===== config.mk =====
export PLATFORM = sky130hd
export DESIGN_NAME = video_timing_gen_flat
export DESIGN_NICKNAME = d
export VERILOG_FILES = /design/src/rtl/video_timing_if.sv /design/src/rtl/video_timing_gen.sv /design/src/flat_wrapper.sv
export SDC_FILE = /design/constraint.sdc
export NUM_CORES = 1
export LEC_CHECK = 0
export CAP_MARGIN = 25
export CORE_ASPECT_RATIO = 1.5
export CORE_UTILIZATION = 65
export CTS_CLUSTER_DIAMETER = 50
export DETAILED_ROUTE_END_ITERATION = 6
export DONT_BUFFER_PORTS = 1
export PLACE_DENSITY = 0.81
export SLEW_MARGIN = 20
export SYNTH_ARGS = -nofsm -noshare
export SYNTH_HDL_FRONTEND = slang
export SYNTH_SLANG_ARGS = --single-unit

===== constraint.sdc =====
create_clock -name video_clk_pix -period 5 [get_ports video_clk_pix]
set_input_delay 1 -clock video_clk_pix [delete_from_list [all_inputs] [get_ports video_clk_pix]]
set_output_delay 1 -clock video_clk_pix [all_outputs]
set_load 0.01 [all_outputs]

===== src/rtl/video_timing_if.sv =====
// Raster timing bundle between the timing generator (master) and video sources (slave).
// With VIDEO_TIMING_FRAME_COUNT_EN defined the bundle also carries a 16-bit frame counter.
interface video_timing_if #(
    parameter int COORDSPC = 16
);
    logic                       run;
    logic                       running;
    logic signed [COORDSPC-1:0] sx;
    logic signed [COORDSPC-1:0] sy;
    logic                       hsync;
    logic                       vsync;
    logic                       video_enable;
    logic                       frame_start;
    logic                       line_start;
`ifdef VIDEO_TIMING_FRAME_COUNT_EN
    logic [15:0]                frame_count;

    modport master (
        input  run,
        output running, sx, sy, hsync, vsync, video_enable, frame_start, line_start, frame_count
    );
    modport slave (
        output run,
        input  running, sx, sy, hsync, vsync, video_enable, frame_start, line_start, frame_count
    );
`else
    modport master (
        input  run,
        output running, sx, sy, hsync, vsync, video_enable, frame_start, line_start
    );
    modport slave (
        output run,
        input  running, sx, sy, hsync, vsync, video_enable, frame_start, line_start
    );
`endif
endinterface


===== src/rtl/video_timing_gen.sv =====
// Parameterised raster timing generator with frame-boundary run/stop control.
// Optional VIDEO_TIMING_FRAME_COUNT_EN adds a free-running 16-bit frame counter.
module video_timing_gen #(
    parameter int COORDSPC  = 16,
    parameter int H_ACTIVE  = 1280,
    parameter int H_FP      = 110,
    parameter int H_SYNC    = 40,
    parameter int H_BP      = 220,
    parameter int V_ACTIVE  = 720,
    parameter int V_FP      = 5,
    parameter int V_SYNC    = 5,
    parameter int V_BP      = 20,
    parameter bit HSYNC_POL = 1'b1,
    parameter bit VSYNC_POL = 1'b1
) (
    input  logic           video_clk_pix,
    input  logic           video_rst_n,
    video_timing_if.master vt
);
    localparam logic signed [COORDSPC-1:0] H_STA  = COORDSPC'(-(H_FP + H_SYNC + H_BP));
    localparam logic signed [COORDSPC-1:0] HS_STA = COORDSPC'(-(H_FP + H_SYNC + H_BP) + H_FP);
    localparam logic signed [COORDSPC-1:0] HS_END = COORDSPC'(-(H_FP + H_SYNC + H_BP) + H_FP + H_SYNC);
    localparam logic signed [COORDSPC-1:0] H_END  = COORDSPC'(H_ACTIVE - 1);
    localparam logic signed [COORDSPC-1:0] V_STA  = COORDSPC'(-(V_FP + V_SYNC + V_BP));
    localparam logic signed [COORDSPC-1:0] VS_STA = COORDSPC'(-(V_FP + V_SYNC + V_BP) + V_FP);
    localparam logic signed [COORDSPC-1:0] VS_END = COORDSPC'(-(V_FP + V_SYNC + V_BP) + V_FP + V_SYNC);
    localparam logic signed [COORDSPC-1:0] V_END  = COORDSPC'(V_ACTIVE - 1);

    typedef enum logic [1:0] {IDLE, RUN, STOPPING} state_t;

    state_t                     state_reg, state_next;
    logic signed [COORDSPC-1:0] sx_reg, sx_next;
    logic signed [COORDSPC-1:0] sy_reg, sy_next;
    logic                       hsync_reg, hsync_next;
    logic                       vsync_reg, vsync_next;
    logic                       de_reg, de_next;
    logic                       fs_reg, fs_next;
    logic                       ls_reg, ls_next;
    logic                       running_reg, running_next;

    // Every flag is derived from the next-cycle coordinates so it lands in the same cycle as sx/sy.
    always_comb begin
        state_next = state_reg;
        sx_next    = sx_reg;
        sy_next    = sy_reg;

        case (state_reg)
            IDLE:     if (vt.run) state_next = RUN;
            RUN:      if (!vt.run) state_next = STOPPING;
            STOPPING: begin
                if (vt.run)
                    state_next = RUN;
                else if (sx_reg == H_END && sy_reg == V_END)
                    state_next = IDLE;
            end
            default:  state_next = IDLE;
        endcase

        if (state_reg == RUN || state_reg == STOPPING) begin
            if (sx_reg == H_END) begin
                sx_next = H_STA;
                sy_next = (sy_reg == V_END) ? V_STA : sy_reg + COORDSPC'(1);
            end else begin
                sx_next = sx_reg + COORDSPC'(1);
            end
        end else begin
            sx_next = H_STA;
            sy_next = V_STA;
        end

        running_next = (state_next != IDLE);
        hsync_next   = (running_next && sx_next >= HS_STA && sx_next < HS_END) ? HSYNC_POL : ~HSYNC_POL;
        vsync_next   = (running_next && sy_next >= VS_STA && sy_next < VS_END) ? VSYNC_POL : ~VSYNC_POL;
        de_next      = running_next && !sx_next[COORDSPC-1] && !sy_next[COORDSPC-1];
        ls_next      = running_next && (sx_next == H_STA);
        fs_next      = ls_next && (sy_next == V_STA);
    end

    always_ff @(posedge video_clk_pix or negedge video_rst_n) begin
        if (!video_rst_n) begin
            state_reg   <= IDLE;
            sx_reg      <= H_STA;
            sy_reg      <= V_STA;
            hsync_reg   <= ~HSYNC_POL;
            vsync_reg   <= ~VSYNC_POL;
            de_reg      <= 1'b0;
            fs_reg      <= 1'b0;
            ls_reg      <= 1'b0;
            running_reg <= 1'b0;
        end else begin
            state_reg   <= state_next;
            sx_reg      <= sx_next;
            sy_reg      <= sy_next;
            hsync_reg   <= hsync_next;
            vsync_reg   <= vsync_next;
            de_reg      <= de_next;
            fs_reg      <= fs_next;
            ls_reg      <= ls_next;
            running_reg <= running_next;
        end
    end

    assign vt.running      = running_reg;
    assign vt.sx           = sx_reg;
    assign vt.sy           = sy_reg;
    assign vt.hsync        = hsync_reg;
    assign vt.vsync        = vsync_reg;
    assign vt.video_enable = de_reg;
    assign vt.frame_start  = fs_reg;
    assign vt.line_start   = ls_reg;

`ifdef VIDEO_TIMING_FRAME_COUNT_EN
    logic [15:0] frame_count_reg;

    // Counts at the end of each frame_start cycle, so the strobe cycle shows the pre-increment value.
    always_ff @(posedge video_clk_pix or negedge video_rst_n) begin
        if (!video_rst_n)
            frame_count_reg <= 16'd0;
        else if (fs_reg)
            frame_count_reg <= frame_count_reg + 16'd1;
    end

    assign vt.frame_count = frame_count_reg;
`endif
endmodule


===== src/flat_wrapper.sv =====
// flat-port wrapper written by rule: the top's interface ports become plain ports
module video_timing_gen_flat 
#(
    parameter int COORDSPC  = 16,
    parameter int H_ACTIVE  = 1280,
    parameter int H_FP      = 110,
    parameter int H_SYNC    = 40,
    parameter int H_BP      = 220,
    parameter int V_ACTIVE  = 720,
    parameter int V_FP      = 5,
    parameter int V_SYNC    = 5,
    parameter int V_BP      = 20,
    parameter bit HSYNC_POL = 1'b1,
    parameter bit VSYNC_POL = 1'b1
)
  (video_clk_pix, video_rst_n, vt_run, vt_running, vt_sx, vt_sy, vt_hsync, vt_vsync, vt_video_enable, vt_frame_start, vt_line_start);
  video_timing_if #(.COORDSPC(COORDSPC)) vt_i ();
  input  logic video_clk_pix;
  input  logic video_rst_n;
  input wire logic [$bits(vt_i.run)-1:0] vt_run;
  output wire logic [$bits(vt_i.running)-1:0] vt_running;
  output wire logic [$bits(vt_i.sx)-1:0] vt_sx;
  output wire logic [$bits(vt_i.sy)-1:0] vt_sy;
  output wire logic [$bits(vt_i.hsync)-1:0] vt_hsync;
  output wire logic [$bits(vt_i.vsync)-1:0] vt_vsync;
  output wire logic [$bits(vt_i.video_enable)-1:0] vt_video_enable;
  output wire logic [$bits(vt_i.frame_start)-1:0] vt_frame_start;
  output wire logic [$bits(vt_i.line_start)-1:0] vt_line_start;
  assign vt_i.run = vt_run;
  assign vt_running = vt_i.running;
  assign vt_sx = vt_i.sx;
  assign vt_sy = vt_i.sy;
  assign vt_hsync = vt_i.hsync;
  assign vt_vsync = vt_i.vsync;
  assign vt_video_enable = vt_i.video_enable;
  assign vt_frame_start = vt_i.frame_start;
  assign vt_line_start = vt_i.line_start;
  video_timing_gen #(.COORDSPC(COORDSPC), .H_ACTIVE(H_ACTIVE), .H_FP(H_FP), .H_SYNC(H_SYNC), .H_BP(H_BP), .V_ACTIVE(V_ACTIVE), .V_FP(V_FP), .V_SYNC(V_SYNC), .V_BP(V_BP), .HSYNC_POL(HSYNC_POL), .VSYNC_POL(VSYNC_POL)) u_core (.video_clk_pix(video_clk_pix), .video_rst_n(video_rst_n), .vt(vt_i));
endmodule

# Word level (Yosys, flattened, before mapping)
# Index checks and enable logic that the tools add are counted.
totals:
  reg_bits: 40
  out_inout_bits: 38
  word_cells: 47
classes:
  n_addsub: 2
  magnitude_cmp: 4
  eq_ne: 6
  mux: 12
  reduce_logical: 14
op_table:
  columns: ["operator", "count"]
  rows:
  - ["two-way mux 16 bit", 5]
  - ["adder 16 x 2 -> 16 bit (second input constant)", 2]
  - ["== test 16 x 10 -> 1 bit (second input constant)", 1]
  - ["== test 16 x 11 -> 1 bit (second input constant)", 1]
  - ["== test 16 x 12 -> 1 bit (second input constant)", 1]
  - ["== test 16 x 6 -> 1 bit (second input constant)", 1]
  - ["greater-or-equal comparator 16 x 10 -> 1 bit (second input constant)", 1]
  - ["greater-or-equal comparator 16 x 6 -> 1 bit (second input constant)", 1]
  - ["< comparator 16 x 6 -> 1 bit (second input constant)", 1]
  - ["< comparator 16 x 9 -> 1 bit (second input constant)", 1]
  - ["logical AND 1 bit", 9]
  - ["two-way mux 2 bit", 4]
  - ["case mux 2 bit (3 select lines)", 1]
  - ["== test 2 x 1 -> 1 bit (second input constant)", 1]
  - ["== test 2 bit (second input constant)", 1]
  - ["zero test 1 bit", 2]
  - ["zero test 2 bit", 1]
  - ["two-way mux 1 bit", 2]
  - ["nonzero test 2 bit", 1]
  - ["logical OR 1 bit", 1]

# Depth between registers and ports, before layout
depth:
  depth_word: 9
  ltp_mapped: 10

# Worst setup path after synthesis
# No wires, ideal clock.
synth_timing:
  path_type: "flip-flop to flip-flop"
  startpoint: "reg u_core.sx_reg[3], in the netlist u_core.vt.sx[3]"
  endpoint: "reg u_core.vsync_reg, in the netlist u_core.vt.vsync"
  setup_time_ns: 0.094
  t_arrival_ns: 2.336
  slack_ns: 2.570
  path_stages_with_launch: 9
  period_less_slack_ns: 2.430
  path_cell_list: "dfstp_2 -> buf_4 -> and4_4 -> nand3_4 -> or4_1 -> a21bo_1 -> a211o_1 -> mux2i_1 -> a211oi_1"
synth_between:
  elab_chain_cells: 9
synth_rtl:
  columns: ["element", "line_no", "text"]
  rows:
  - ["start, declared", "video_timing_gen.sv:32", "logic signed [COORDSPC-1:0] sx_reg, sx_next;"]
  - ["start signal, assigned", "video_timing_gen.sv:92", "sx_reg <= sx_next;"]
  - ["== test 16 x 12 -> 1 bit (*)", "video_timing_gen.sv:53, video_timing_gen.sv:60", null]
  - ["branches (longest 6 deep; another with greater-or-equal comparator 16 x 6 -> 1 bit)", null, null]
  - ["logical AND 1 bit (*)", "video_timing_gen.sv:73", "vsync_next = (running_next && sy_next >= VS_STA && sy_next < VS_END) ? VSYNC_POL : ~VSYNC_POL;"]
  - ["two-way mux 1 bit (*)", "video_timing_gen.sv:73", null]
  - ["net u_core.vsync_next", "video_timing_gen.sv:35", "logic vsync_reg, vsync_next;"]
  - ["end signal, assigned", "video_timing_gen.sv:85", "vsync_reg <= ~VSYNC_POL;"]
  - ["end signal, assigned", "video_timing_gen.sv:95", "vsync_reg <= vsync_next;"]
  - ["end, declared", "video_timing_gen.sv:35", null]
# Mark *: on every way through the listed nets, which the timed path passes.

# Final worst setup path
layout_timing:
  startpoint: "reg u_core.sx_reg[1], in the netlist u_core.vt.sx[1]"
  endpoint: "reg u_core.fs_reg, in the netlist u_core.vt.frame_start"
layout_between:
  elab_chain_cells: 8
layout_rtl:
  columns: ["element", "line_no", "text"]
  rows:
  - ["branches (longest 7 deep; another with adder 16 x 2 -> 16 bit)", null, null]
  - ["logical AND 1 bit (*)", "video_timing_gen.sv:76", "fs_next = ls_next && (sy_next == V_STA);"]
  - ["net u_core.fs_next", "video_timing_gen.sv:37", "logic fs_reg, fs_next;"]
  - ["end signal, assigned", "video_timing_gen.sv:97", "fs_reg <= fs_next;"]
  - ["end, declared", "video_timing_gen.sv:37", null]
# Marks and branches as above.

==> key figures <==
STA
  – Tightest slew margin relative to the limit: 59.15%
  – Max Clock Skew: 9.855 ps
  – Number of max-slew violations in the final report: 0
  – Number of hold violations in the final report: 0
  – Final number of setup-violating endpoints: 0
  – Period Utilization, post-route: 61.80%
  – Max Fclk: 0.3236 GHz
  – Worst hold slack: 379.8 ps
  – Setup repair after global routing missed its margin: false
  – Setup TNS: 0 ps
  – Tmin final: 3090 ps
  – Transition at the pin with the smallest max-transition slack: 612.7 ps
  – Worst-case setup margin in the final layout: 1910 ps

Drt
  – DRT antenna net count: 0
  – Number of iterations in the first detailed-routing pass: 4
  – Total wirelength of the detailed-routed design: 6462 um
  – Drt first-iter violations: 84
  – DRC Markers: 0
  – Vias per Instance: between 6 and 7
  – Wire per inst: 18.89 um
  – Vias: around 2,300

Global routing
  – Maximum number of pins on one net before global-route repair: 41
  – Vias in the first global route: approximately 2,200
  – Wire length of the first global-routing pass: ~10,000 um
  – Total overflow reported by the global router: 0
  – Antenna violations before repair: 0
  – Total routing usage reported by global routing: 32.84%

Yosys
  – Netlist area before placement: 2700 um^2
  – Number of register bits inferred by synthesis: 40
  – Largest area contributor in the synthesized netlist: dfstp_2
  – Sequential fraction of the synthesis area: 38.14%
  – Proportion of synthesized flip-flops having asynchronous set or reset: 100.0%
  – Netlist cell types: 56
  – Number of flops mapped to enable cells by yosys: 0
  – Library cell with the highest instance count after synthesis: nand2_1
  – Number of synthesis warnings: 0
  – Syn nets: 314
  – Avg Cell Area, Syn: 8.853 um^2
  – Area share of the largest cell type after synthesis: roughly 22%
  – Top cells by instance count after synthesis: 40 x nand2_1, 26 x nor2_1, 23 x dfstp_2
  – Largest cells by area after synthesis: dfstp_2 22%, dfrtp_1 16%, nand2_1 5.6%
  – Post-synthesis cell count: roughly 310
  – Predominant post-synthesis flop cell: dfstp_2

Placement
  – Placed standard-cell area: 2653 um^2
  – Worst setup slack after placement: 1955 ps
  – Total of buffers placed on input and output ports: 0
  – Placed wire-length estimate: 4606 um
  – Routability congestion estimate from global placement: 0.8768

Clock tree
  – Number of levels in the clock H-tree: 2
  – Maximum root-to-sink buffer count: 2
  – TritonCTS Buffers: 5
  – Clock slew at the register clock pins of the worst setup and hold paths: ~80 ps
  – Post-cts repair resize count: 0
  – Postcts setup bufs: 0
  – Clock latency at the later pin of the worst-skew pair: 300 ps
  – CTS tree: done
  – Clock sinks: 40
  – Library cell used as clock root buffer: clkbuf_8
  – Post-CTS Hold Buffers: 0

Critical path
  – Worst R2R Path Depth: 8
  – Largest driver fanout on the critical path: 19
  – Critical path startpoint category: flip-flop
  – Arrival time of the worst setup path: roughly 3300 ps
  – Req. time, crit path: 5210 ps
  – Type of the worst setup path: reg -> reg
  – Type of destination of the critical path: flip-flop

Die
  – Vertical extent of the die: about 81 um
  – I/O pin cnt: 41
  – Core Area: around 4000 um^2
  – Die Wd: about 55 um
  – Initial core utilization: 68.20%
  – Die area: 4421 um^2
  – Number of core rows: 28

Status
  – Outcome: finished clean

Layout
  – Fill cell total of the finished layout: around 330
  – Post-layout nets: roughly 310
  – Area Growth Syn to Fin: 2.363%
  – Number of antenna repair diodes: 0
  – Ratio of cells with drive above 1 in the final layout: 13.80%
  – Finished Cell Area: 2764 um^2

Pwr
  – Standby leakage power: roughly 1.1 nW
  – Power density over cell area: about 360 nW/um^2
  – Peak ir drop on the vdd network: 0.3751 mV

Worst hold path
  – Class of the tightest hold or removal check: in -> async

Job
  – Reported max-cap violation count: 0
## logic make-up (layout without fill, tap and decap cells)
kind of cell	Yosys count	count (layout)	share of synthesized area (%)
simple gates	160	160	32.99
compound gates	45	45	11.35
flops	40	40	38.14
xor+xnor	25	25	8.109
buf+inv	25	17	5.097
fa+ha+maj	6	6	2.780
mux	4	4	1.529
## metal layers
layer	track usage (%)	part of all wire, %
met1	39.28	39
met3	6.367	4.2
met2	53.01	52
met5	0	0
met4	18.46	4.8
## worst paths after layout
| kind | from | end | slack (ps) |
|---|---|---|---|
| max | u_core.vt.sx[1] | u_core.vt.frame_start | 1910 |
| min in group video_clk_pix | u_core.vt.sy[8] | u_core.vt.sy[9] | 590 |
| max in group asynchronous | video_rst_n | u_core.vt.sx[1] | 4440 |
| min reg2reg | u_core.vt.sy[8] | u_core.vt.sy[9] | 590 |
| min | video_rst_n | u_core.vt.sy[4] | 380 |
| max reg2reg | u_core.vt.sx[1] | u_core.vt.frame_start | 1910 |
## layout by cell type, fill, tap and decap left out, types with 3 or more instances in the layout
cell type,count
nand2_1,40
o21ai_0,6
nand3_1,19
nand2b_1,6
inv_1,8
ha_1,6
and3_1,6
dfstp_2,23
dfrtp_1,17
a31oi_1,6
nor3_1,20
nand4b_1,4
xor2_1,13
nand4_1,13
and2_1,4
nor2_1,26
xnor2_1,12
a21oi_1,10
mux2i_1,3
and4_1,4
clkbuf_8,5
a41oi_1,3
## final cells by class
class | instances | area (um^2) | share of cell area [%]
Inverter | 9 | 33.78 | 1.222
Tap cell | 45 | 56.30 | 2.037
Clock buffer | 5 | 68.82 | 2.490
Multi-Input combinational cell | 240 | 1533 | 55.45
Clock inverter | 3 | 42.54 | 1.539
Sequential cell | 40 | 1030 | 37.26
## critical path: stages, from the launching register on
cell and delay (ps):
dfstp_2 590, ha_1 420, and4b_1 260, and4_1 600
nand4_1 210, xor2_1 190, o21ai_0 220, nand4_1 200
nor4b_2 290
## per-stage QoR
stage	cells	total power [mW]	util [%]
6_report	342	1.007	69.82
5_1_grt	342	1.066	69.82
4_1_cts	342	1.007	69.82
3_5_place_dp	334	0.7387	67.00
3_3_place_gp	334	0.7274	67.00
2_1_floorplan	305	0.6802	-
## report_power, final
| group | internal [mW] | leakage (nW) | switching (mW) |
|---|---|---|---|
| sequential | 0.360 | 0.471 | 0.0501 |
| clock | 0.148 | 0.0541 | 0.121 |
| combinational | 0.113 | 0.537 | 0.214 |
| total | 0.622 | 1.06 | 0.385 |
Power figures use the tool's default switching activity.
